$ cat src/rtl/decode_pkg.sv
// Shared opcode constants, immediate-format enum and decoded-entry layout for the
// RV64I decode stage.
package decode_pkg;

    localparam logic [6:0] OP_LUI    = 7'b0110111;
    localparam logic [6:0] OP_AUIPC  = 7'b0010111;
    localparam logic [6:0] OP_JAL    = 7'b1101111;
    localparam logic [6:0] OP_JALR   = 7'b1100111;
    localparam logic [6:0] OP_LOAD   = 7'b0000011;
    localparam logic [6:0] OP_IMM    = 7'b0010011;
    localparam logic [6:0] OP_IMM32  = 7'b0011011;
    localparam logic [6:0] OP_FENCE  = 7'b0001111;
    localparam logic [6:0] OP_SYSTEM = 7'b1110011;
    localparam logic [6:0] OP_BRANCH = 7'b1100011;
    localparam logic [6:0] OP_STORE  = 7'b0100011;
    localparam logic [6:0] OP_REG    = 7'b0110011;
    localparam logic [6:0] OP_REG32  = 7'b0111011;

    typedef enum logic [2:0] {
        IMM_U    = 3'b000,
        IMM_J    = 3'b001,
        IMM_I    = 3'b010,
        IMM_B    = 3'b011,
        IMM_S    = 3'b100,
        IMM_NONE = 3'b111
    } imm_type_e;

    typedef struct packed {
        logic [63:0] imm;
        imm_type_e   imm_type;
        logic [4:0]  rd;
        logic [4:0]  rs1;
        logic [4:0]  rs2;
        logic [2:0]  funct3;
        logic [6:0]  opcode;
        logic        illegal;
    } decoded_t;

    // Unknown opcodes fall into IMM_NONE; is_known distinguishes them from R-type.
    function automatic imm_type_e classify(input logic [6:0] op);
        case (op)
            OP_LUI, OP_AUIPC:                      classify = IMM_U;
            OP_JAL:                                classify = IMM_J;
            OP_JALR, OP_LOAD, OP_IMM, OP_IMM32,
            OP_FENCE, OP_SYSTEM:                   classify = IMM_I;
            OP_BRANCH:                             classify = IMM_B;
            OP_STORE:                              classify = IMM_S;
            default:                               classify = IMM_NONE;
        endcase
    endfunction

    function automatic logic is_known(input logic [6:0] op);
        is_known = (classify(op) != IMM_NONE) || (op == OP_REG) || (op == OP_REG32);
    endfunction

endpackage

$ cat src/rtl/decode_imm.sv
// Combinational opcode classifier and immediate former.
// DECODE_ILLEGAL_CHECK_EN: when defined, flags unrecognised encodings as illegal.
module decode_imm (
    input  logic                  [31:0] inst,
    output decode_pkg::imm_type_e        imm_type,
    output logic                  [63:0] imm,
    output logic                         illegal
);
    import decode_pkg::*;

    imm_type_e fmt;
    logic      bad;

    always_comb begin
        fmt = classify(inst[6:0]);
        case (fmt)
            IMM_U:   imm = {{32{inst[31]}}, inst[31:12], 12'b0};
            IMM_J:   imm = {{44{inst[31]}}, inst[19:12], inst[20], inst[30:21], 1'b0};
            IMM_I:   imm = {{52{inst[31]}}, inst[31:20]};
            IMM_B:   imm = {{52{inst[31]}}, inst[7], inst[30:25], inst[11:8], 1'b0};
            IMM_S:   imm = {{52{inst[31]}}, inst[31:25], inst[11:7]};
            default: imm = '0;
        endcase
        imm_type = fmt;

`ifdef DECODE_ILLEGAL_CHECK_EN
        bad = (inst[1:0] != 2'b11) || !is_known(inst[6:0]);
`else
        bad = 1'b0;
`endif

        // An illegal encoding carries no meaningful immediate.
        illegal = bad;
        if (bad) begin
            imm_type = IMM_NONE;
            imm      = '0;
        end
    end

endmodule

$ cat src/rtl/decode_ctrl.sv
// RV64I decode stage: decodes on entry and buffers decoded entries in a
// 2-entry skid FIFO. Optional illegal checking via DECODE_ILLEGAL_CHECK_EN.
module decode_ctrl #(
    parameter int XLEN = 64
) (
    input  logic            clk,
    input  logic            rst_n,
    input  logic            flush,
    input  logic            in_valid,
    input  logic [31:0]     in_inst,
    output logic            in_ready,
    output logic            out_valid,
    input  logic            out_ready,
    output logic [XLEN-1:0] out_imm,
    output logic [2:0]      out_imm_type,
    output logic [4:0]      out_rd,
    output logic [4:0]      out_rs1,
    output logic [4:0]      out_rs2,
    output logic [2:0]      out_funct3,
    output logic [6:0]      out_opcode,
    output logic            out_illegal
);
    import decode_pkg::*;

    typedef enum logic [1:0] {
        EMPTY = 2'd0,
        ONE   = 2'd1,
        TWO   = 2'd2
    } state_e;

    state_e    state;
    logic      wr_ptr;
    logic      rd_ptr;
    logic      push;
    logic      pop;
    decoded_t  dec_in;
    decoded_t  head;
    decoded_t  mem [2];
    imm_type_e dec_type;
    logic [63:0] dec_imm;
    logic      dec_illegal;

    decode_imm u_imm (
        .inst     (in_inst),
        .imm_type (dec_type),
        .imm      (dec_imm),
        .illegal  (dec_illegal)
    );

    always_comb begin
        dec_in.imm      = dec_imm;
        dec_in.imm_type = dec_type;
        dec_in.rd       = in_inst[11:7];
        dec_in.rs1      = in_inst[19:15];
        dec_in.rs2      = in_inst[24:20];
        dec_in.funct3   = in_inst[14:12];
        dec_in.opcode   = in_inst[6:0];
        dec_in.illegal  = dec_illegal;
    end

    // A flushing cycle never stores the instruction presented alongside it.
    assign push      = in_valid && in_ready && !flush;
    assign out_valid = (state != EMPTY);
    assign pop       = out_valid && out_ready;

    always_ff @(posedge clk) begin
        if (!rst_n) begin
            state    <= EMPTY;
            wr_ptr   <= 1'b0;
            rd_ptr   <= 1'b0;
            in_ready <= 1'b1;
        end else if (flush) begin
            state    <= EMPTY;
            wr_ptr   <= 1'b0;
            rd_ptr   <= 1'b0;
            in_ready <= 1'b1;
        end else begin
            if (push) wr_ptr <= ~wr_ptr;
            if (pop)  rd_ptr <= ~rd_ptr;
            case (state)
                EMPTY: begin
                    if (push) state <= ONE;
                end
                ONE: begin
                    if (push && !pop) begin
                        state    <= TWO;
                        in_ready <= 1'b0;
                    end else if (pop && !push) begin
                        state    <= EMPTY;
                    end
                end
                TWO: begin
                    if (pop) begin
                        state    <= ONE;
                        in_ready <= 1'b1;
                    end
                end
                default: begin
                    state    <= EMPTY;
                    in_ready <= 1'b1;
                end
            endcase
        end
    end

    always_ff @(posedge clk) begin
        if (rst_n && push) mem[wr_ptr] <= dec_in;
    end

    // Data outputs read as zero whenever nothing is buffered.
    always_comb begin
        head         = mem[rd_ptr];
        out_imm      = '0;
        out_imm_type = '0;
        out_rd       = '0;
        out_rs1      = '0;
        out_rs2      = '0;
        out_funct3   = '0;
        out_opcode   = '0;
        out_illegal  = 1'b0;
        if (out_valid) begin
            out_imm      = head.imm[XLEN-1:0];
            out_imm_type = head.imm_type;
            out_rd       = head.rd;
            out_rs1      = head.rs1;
            out_rs2      = head.rs2;
            out_funct3   = head.funct3;
            out_opcode   = head.opcode;
            out_illegal  = head.illegal;
        end
    end

endmodule

$ cat config.mk
export PLATFORM = sky130hd
export DESIGN_NAME = decode_ctrl
export DESIGN_NICKNAME = d
export VERILOG_FILES = /design/src/rtl/decode_pkg.sv /design/src/rtl/decode_imm.sv /design/src/rtl/decode_ctrl.sv
export SDC_FILE = /design/constraint.sdc
export NUM_CORES = 1
export LEC_CHECK = 0
export CAP_MARGIN = 25
export CORE_UTILIZATION = 50
export CTS_CLUSTER_DIAMETER = 200
export DETAILED_ROUTE_END_ITERATION = 10
export PLACE_DENSITY_LB_ADDON = 0.1
export REMOVE_ABC_BUFFERS = 1
export SYNTH_ARGS = -nofsm -noshare
export SYNTH_HDL_FRONTEND = slang
export SYNTH_HIERARCHICAL = 1
export SYNTH_SLANG_ARGS = --single-unit
$ cat constraint.sdc
create_clock -name clk -period 7 [get_ports clk]
set_input_delay 1.4 -clock clk [delete_from_list [all_inputs] [get_ports clk]]
set_output_delay 1.4 -clock clk [all_outputs]
set_load 0.02 [all_outputs]
# Word-level counts from Yosys, hierarchy flattened
# Memories as Yosys holds them, arrays and structs flattened. A register that Yosys moved wholly into a read port is not among the register bits.
# Cells that the tools add are included.
[totals] input_bits=37 latch_bits=0 regBits=5 output_inout_bits=95 mem_count=1 ramBits=184 rom_bits=0
[op_classes] reduce_logical=17 n_div=0 n_lt_le_gt_ge=0 eq_ne=21 n_addsub=0 mul=0 bitwise_logic=4 mux=22 shift=0
[mem_list] memory="mem" words=2 word_bits=92 rd=1 rd_clocked_by_memory_dff=1 write_ports=1 line_no="decode_ctrl.sv:38" text="decoded_t mem [2];"
[op_table] cell="$pmux W64 S5" n=1
[op_table] cell="$mux W64" n=1
[op_table] cell="$eq A7 B7 Y1 const B" n=4
[op_table] cell="$eq A7 B5 Y1 const B" n=3
[op_table] cell="$mux W5" n=3
[op_table] cell="$pmux W3 S5" n=1
[op_table] cell="$eq A7 B6 Y1 const B" n=2
[op_table] cell="$mux W2" n=4
[op_table] cell="$eq A7 B2 Y1 const B" n=1
[op_table] cell="$eq A7 B4 Y1 const B" n=1
[op_table] cell="$mux W1" n=7
[op_table] cell="$mux W7" n=1
[op_table] cell="$eq A3 B2 Y1 const B" n=2
[op_table] cell="$logic_and A1 B1 Y1" n=6
[op_table] cell="$mux W3" n=2
[op_table] cell="$ne A2 B2 Y1 const B" n=3
[op_table] cell="$pmux W2 S3" n=1
[op_table] cell="$reduce_and A3 Y1" n=2
[op_table] cell="$reduce_or A6 Y1" n=1
[op_table] cell="$not A1 Y1" n=4
[op_table] cell="$reduce_or A2 Y1" n=2
[op_table] cell="$eq A3 B1 Y1 const B" n=1
[op_table] cell="$eq A3 B3 Y1 const B" n=1
[op_table] cell="$logic_not A1 Y1" n=3
[op_table] cell="other kinds (7)" n=7

# Depth between registers and ports, before layout
[depth] ltp_word=7 depth_mapped=7

# Cells and area by module
# Netlist, hierarchy kept.
[by_module_without_submodules] mod="decode_ctrl" n_inst=1 cells_each=426 seq_area_each_um2=5705.5 area_each_um2=7294.5
[by_module_without_submodules] mod="decode_imm" n_inst=1 cells_each=149 seq_area_each_um2=0.0 area_each_um2=997.2

# Worst setup path after synthesis
# OpenSTA, ideal clock, no wires.
[synth_timing] path_type="input-to-reg" startpoint="in flush" endpoint="mem mem[0][0] (netlist bit), enable pin" path_stages=3 setup_ns=0.547 arrival_time_ns=5.612 required_ns=6.453 n_path_buf=0 setup_slack_ns=0.841 path_cell_list="and3b_1 > nand2_1 > nor2_1"
[synth_between] elab_chain_len=5
[synth_rtl] element="from (decl)" line_no="decode_ctrl.sv:8" text="input logic flush,"
[synth_rtl] element="$logic_not A1 Y1" line_no="decode_ctrl.sv:62" text="assign push = in_valid && in_ready && !flush;"
[synth_rtl] element="$logic_and A1 B1 Y1" line_no="decode_ctrl.sv:62"
[synth_rtl] element="$logic_and A1 B1 Y1" line_no="decode_ctrl.sv:107" text="if (rst_n && push) mem[wr_ptr] <= dec_in;"
[synth_rtl] element="$mux W1" line_no="decode_ctrl.sv:107"
[synth_rtl] element="$mux W1 (not written as such)" line_no="decode_ctrl.sv:107"
[synth_rtl] element="to (decl)" line_no="decode_ctrl.sv:38"
# Every way passes these cells.

==> metrics <==
final wirelength 15500 microns; grt total ovfl 0; MaxCap Viol Count 0; reg2reg end mem[0][66]; root buffer cell clkbuf_16; slowest stage delay, CP 970 ps; proportion of synthesized area in mux cells 0.113; Initial Utilization 0.516; Area after DPL 0.00950 sq mm; total negative slack 0 ps; final slew viol count 0; final hold vios 0; Design Area, Final 0.0101 sq mm; CTS tree done; RSZ-0062 raised after global routing no; IO Pins 132; Setup Crit Path Kind reg2out; # port buffers 131; ant diodes 0; sequential share of power 0.554; worst path bufs/invs 2; Die ar. 0.0171 sq mm; Worst setup SP type flop; area share of the largest cell type after synthesis 0.674; switching part of the total power 0.203; Setup-failing EPs final 0; synthesis-stage register bit count 192; outcome finished, final reports clean; CTS clk-pin slew, worst paths 60 ps; gpl congestion 0.813; Leakage 3.22 nW; setup ws final 2460 ps; total CTS buffers 17; Power per Cell Area 230 mW/mm^2; Worst Hold Class reg2reg; clock share of power 0.395; critical-path cell list buf_4, mux2i_1, nor2_1, clkdlybuf4s50_1; setup bufs post-CTS 0; synth warn 6; CTS HTree Levels 4; DPL Wire Length 9420 microns; hold_sp rd_ptr; worst reg-to-reg setup slack 4400 ps; Mean Syn Cell Area 14.4 sq um; first-pass GRT wire length 24200 microns; Synth Area in XOR/XNOR 0.00317; Clock Skew 11.9 ps; period utilization 0.648; Vias/cell 5.26; cell area after synthesis 0.00829 sq mm; Slew @ Worst Pin 1040 ps; area grow syn2layout 21.2%; Combinational Power Share 0.051; CP top delay family buffers and inverters; Setup WS pre-CTS 2860 ps; internal power 1.84 mW; Period minus WS final 4540 ps; Critical Path Sink Type primary output; DR WL/cell 17.3 microns; fin nets 705; number of buffers inserted by hold repair at cts 0; CTS sink count 192; maximum clock frequency 220 MHz; Worst EP arrival 3140 ps; Resized Gates After CTS 0; Critical Path RT 5600 ps; Rows 46; synthesized instance count 575; Synth Area in Compound Gates 0.0453; worst hold path cell count 2; top post-synthesis cells by area edfxtp_1 67%, mux2i_1 11%, nor2_1 4.8%; CTS Buffer Depth 2; die height 131 microns; later-pin clock latency in the skew report 420 ps; Residual DRC 0; die extent in x 131 microns; Synth cell types 47; DR iter-0 viols 326; number of global-route vias before repair 4551; worst-path fanout max 57; Overall Global Routing Usage 0.191; register area share after synthesis 0.688; Post-Synth Adder-Cell Area 0.00151; CORE AREA 0.0161 sq mm; initial antenna violation count 0; simple-gate share of the synthesized area 0.0911; Routed Antenna Nets 0; Synth area leader edfxtp_1; total number of vias 4710; layout cells sized above 1 0.0706; RR Startpoint in_ready; Slew headroom 0.304; Sw Pwr 468 uW; critical path's slowest cell dfxtp_4; First-pass DRT Iterations 6; fin util 0.626; largest family of logic cells by synthesized area multiplexers; largest net degree at the start of global routing 72; worst r2r path cells 4; VDD IR-drop max 159 uV
-- state kept, by name, summed over array words and instances (netlist names), named ones only --
register and cells:
mem 186, state 2, in_ready 1, wr_ptr 1, rd_ptr 1
-- cells in the mapped netlist, drive strengths merged --
library cell  instances
a211o                 1
a211oi                2
a21o                 12
a21oi                17
a22o                  4
a31o                  1
a31oi                 3
and2                  2
and3                  9
and3b                 2
and4bb                1
buf                  58
clkbuf                5
conb                  1
dfxtp                 6
edfxtp              186
ha                    1
inv                   2
mux2i                94
nand2                19
nand2b                4
nand3                 3
nand3b                3
nand4b                1
nor2                108
nor2b                 2
nor3                  3
nor3b                 3
o21ai                 8
o21bai                3
o22ai                 1
o31a                  1
o31ai                 1
or2                   2
or3                   2
or3b                  1
xor2                  3
-- cells in the final DEF (no fill, tap or decap), types with 3 or more instances in the layout --
cell and count:
o21ai_0 3, nand3b_1 3, clkdlybuf4s50_1 131, buf_4 4, clkinv_1 4, clkinvlp_4 3
o21ai_1 4, edfxtp_1 186, clkbuf_16 17, nor2_1 105, and3_1 8, nand2_1 19
a22o_1 4, dfxtp_1 5, o21bai_1 3, nand2b_1 4, xor2_1 3, clkinv_2 3
a21o_1 12, nand3_1 3, a21oi_1 15, mux2i_1 94
-- worst max-delay path by stage --
stage / endpoint / slack [ps] / cells past startpoint
finish: out_imm[36] / 2460 / 4
global route: out_imm[36] / 2260 / 4
CTS: out_imm[36] / 2380 / 4
detailed placement: out_imm[36] / 2860 / 4
global placement: mem[1][83] / 2790 / 5
floorplan: mem[0][0] / 840 / 3
-- worst min-delay path, cell delays in order, from the launching register on --
cell and delay (ps):
dfxtp_1 340, xor2_1 80, nor2_1 80
-- cell families (layout without fill, tap and decap cells) --
| group | count (synthesis) | after routing |
|---|---|---|
| and+or+nand+nor | 165 | 165 |
| AOI/OAI and AO/OA | 54 | 54 |
| buffers and inverters | 65 | 170 |
| adders and majority gates | 1 | 1 |
| other | 1 | 1 |
| muxes | 94 | 94 |
| DFF | 192 | 192 |
| xor gates and xnor gates | 3 | 3 |
-- area by class of cell --
| cell class | count | area [sq um] |
|---|---|---|
| inverter | 2 | 7.51 |
| fill | 1219 | 6000 |
| clock inverter | 13 | 121 |
| clock buffer | 19 | 433 |
| timing repair buffer | 136 | 1370 |
| sequential | 192 | 5710 |
| multi-input combinational | 318 | 2140 |
| tap | 216 | 270 |
-- metrics by stage --
| stage | instances | hold slack, ps | total power [mW] |
|---|---|---|---|
| after CTS | 896 | 540 | 2.33 |
| after floorplan | 512 | 472 | 1.36 |
| final | 896 | 527 | 2.31 |
| after global routing | 896 | 568 | 2.39 |
| after detailed placement | 864 | 496 | 1.42 |
| after global placement | 863 | 483 | 1.42 |
-- power groups by stage --
stage / registers (mW) / clock network (mW) / logic (mW)
CTS: 1.28 / 0.927 / 0.120
finish: 1.28 / 0.912 / 0.119
detailed placement: 1.30 / 0 / 0.119
floorplan: 1.31 / 0 / 0.0572
global route: 1.28 / 0.980 / 0.129
global placement: 1.30 / 0 / 0.116
-- routing by layer --
metal  up-vias  wire (microns)  share of wire  global-route usage
li1       2255               -              -                   -
met1      2309            6870           0.44               0.256
met2       137            7890           0.51               0.315
met3         9             682          0.044              0.0452
met4         0              93         0.0060              0.0480
met5         -               0              0                   0
Note: power is estimated with default switching activity, not from simulation.
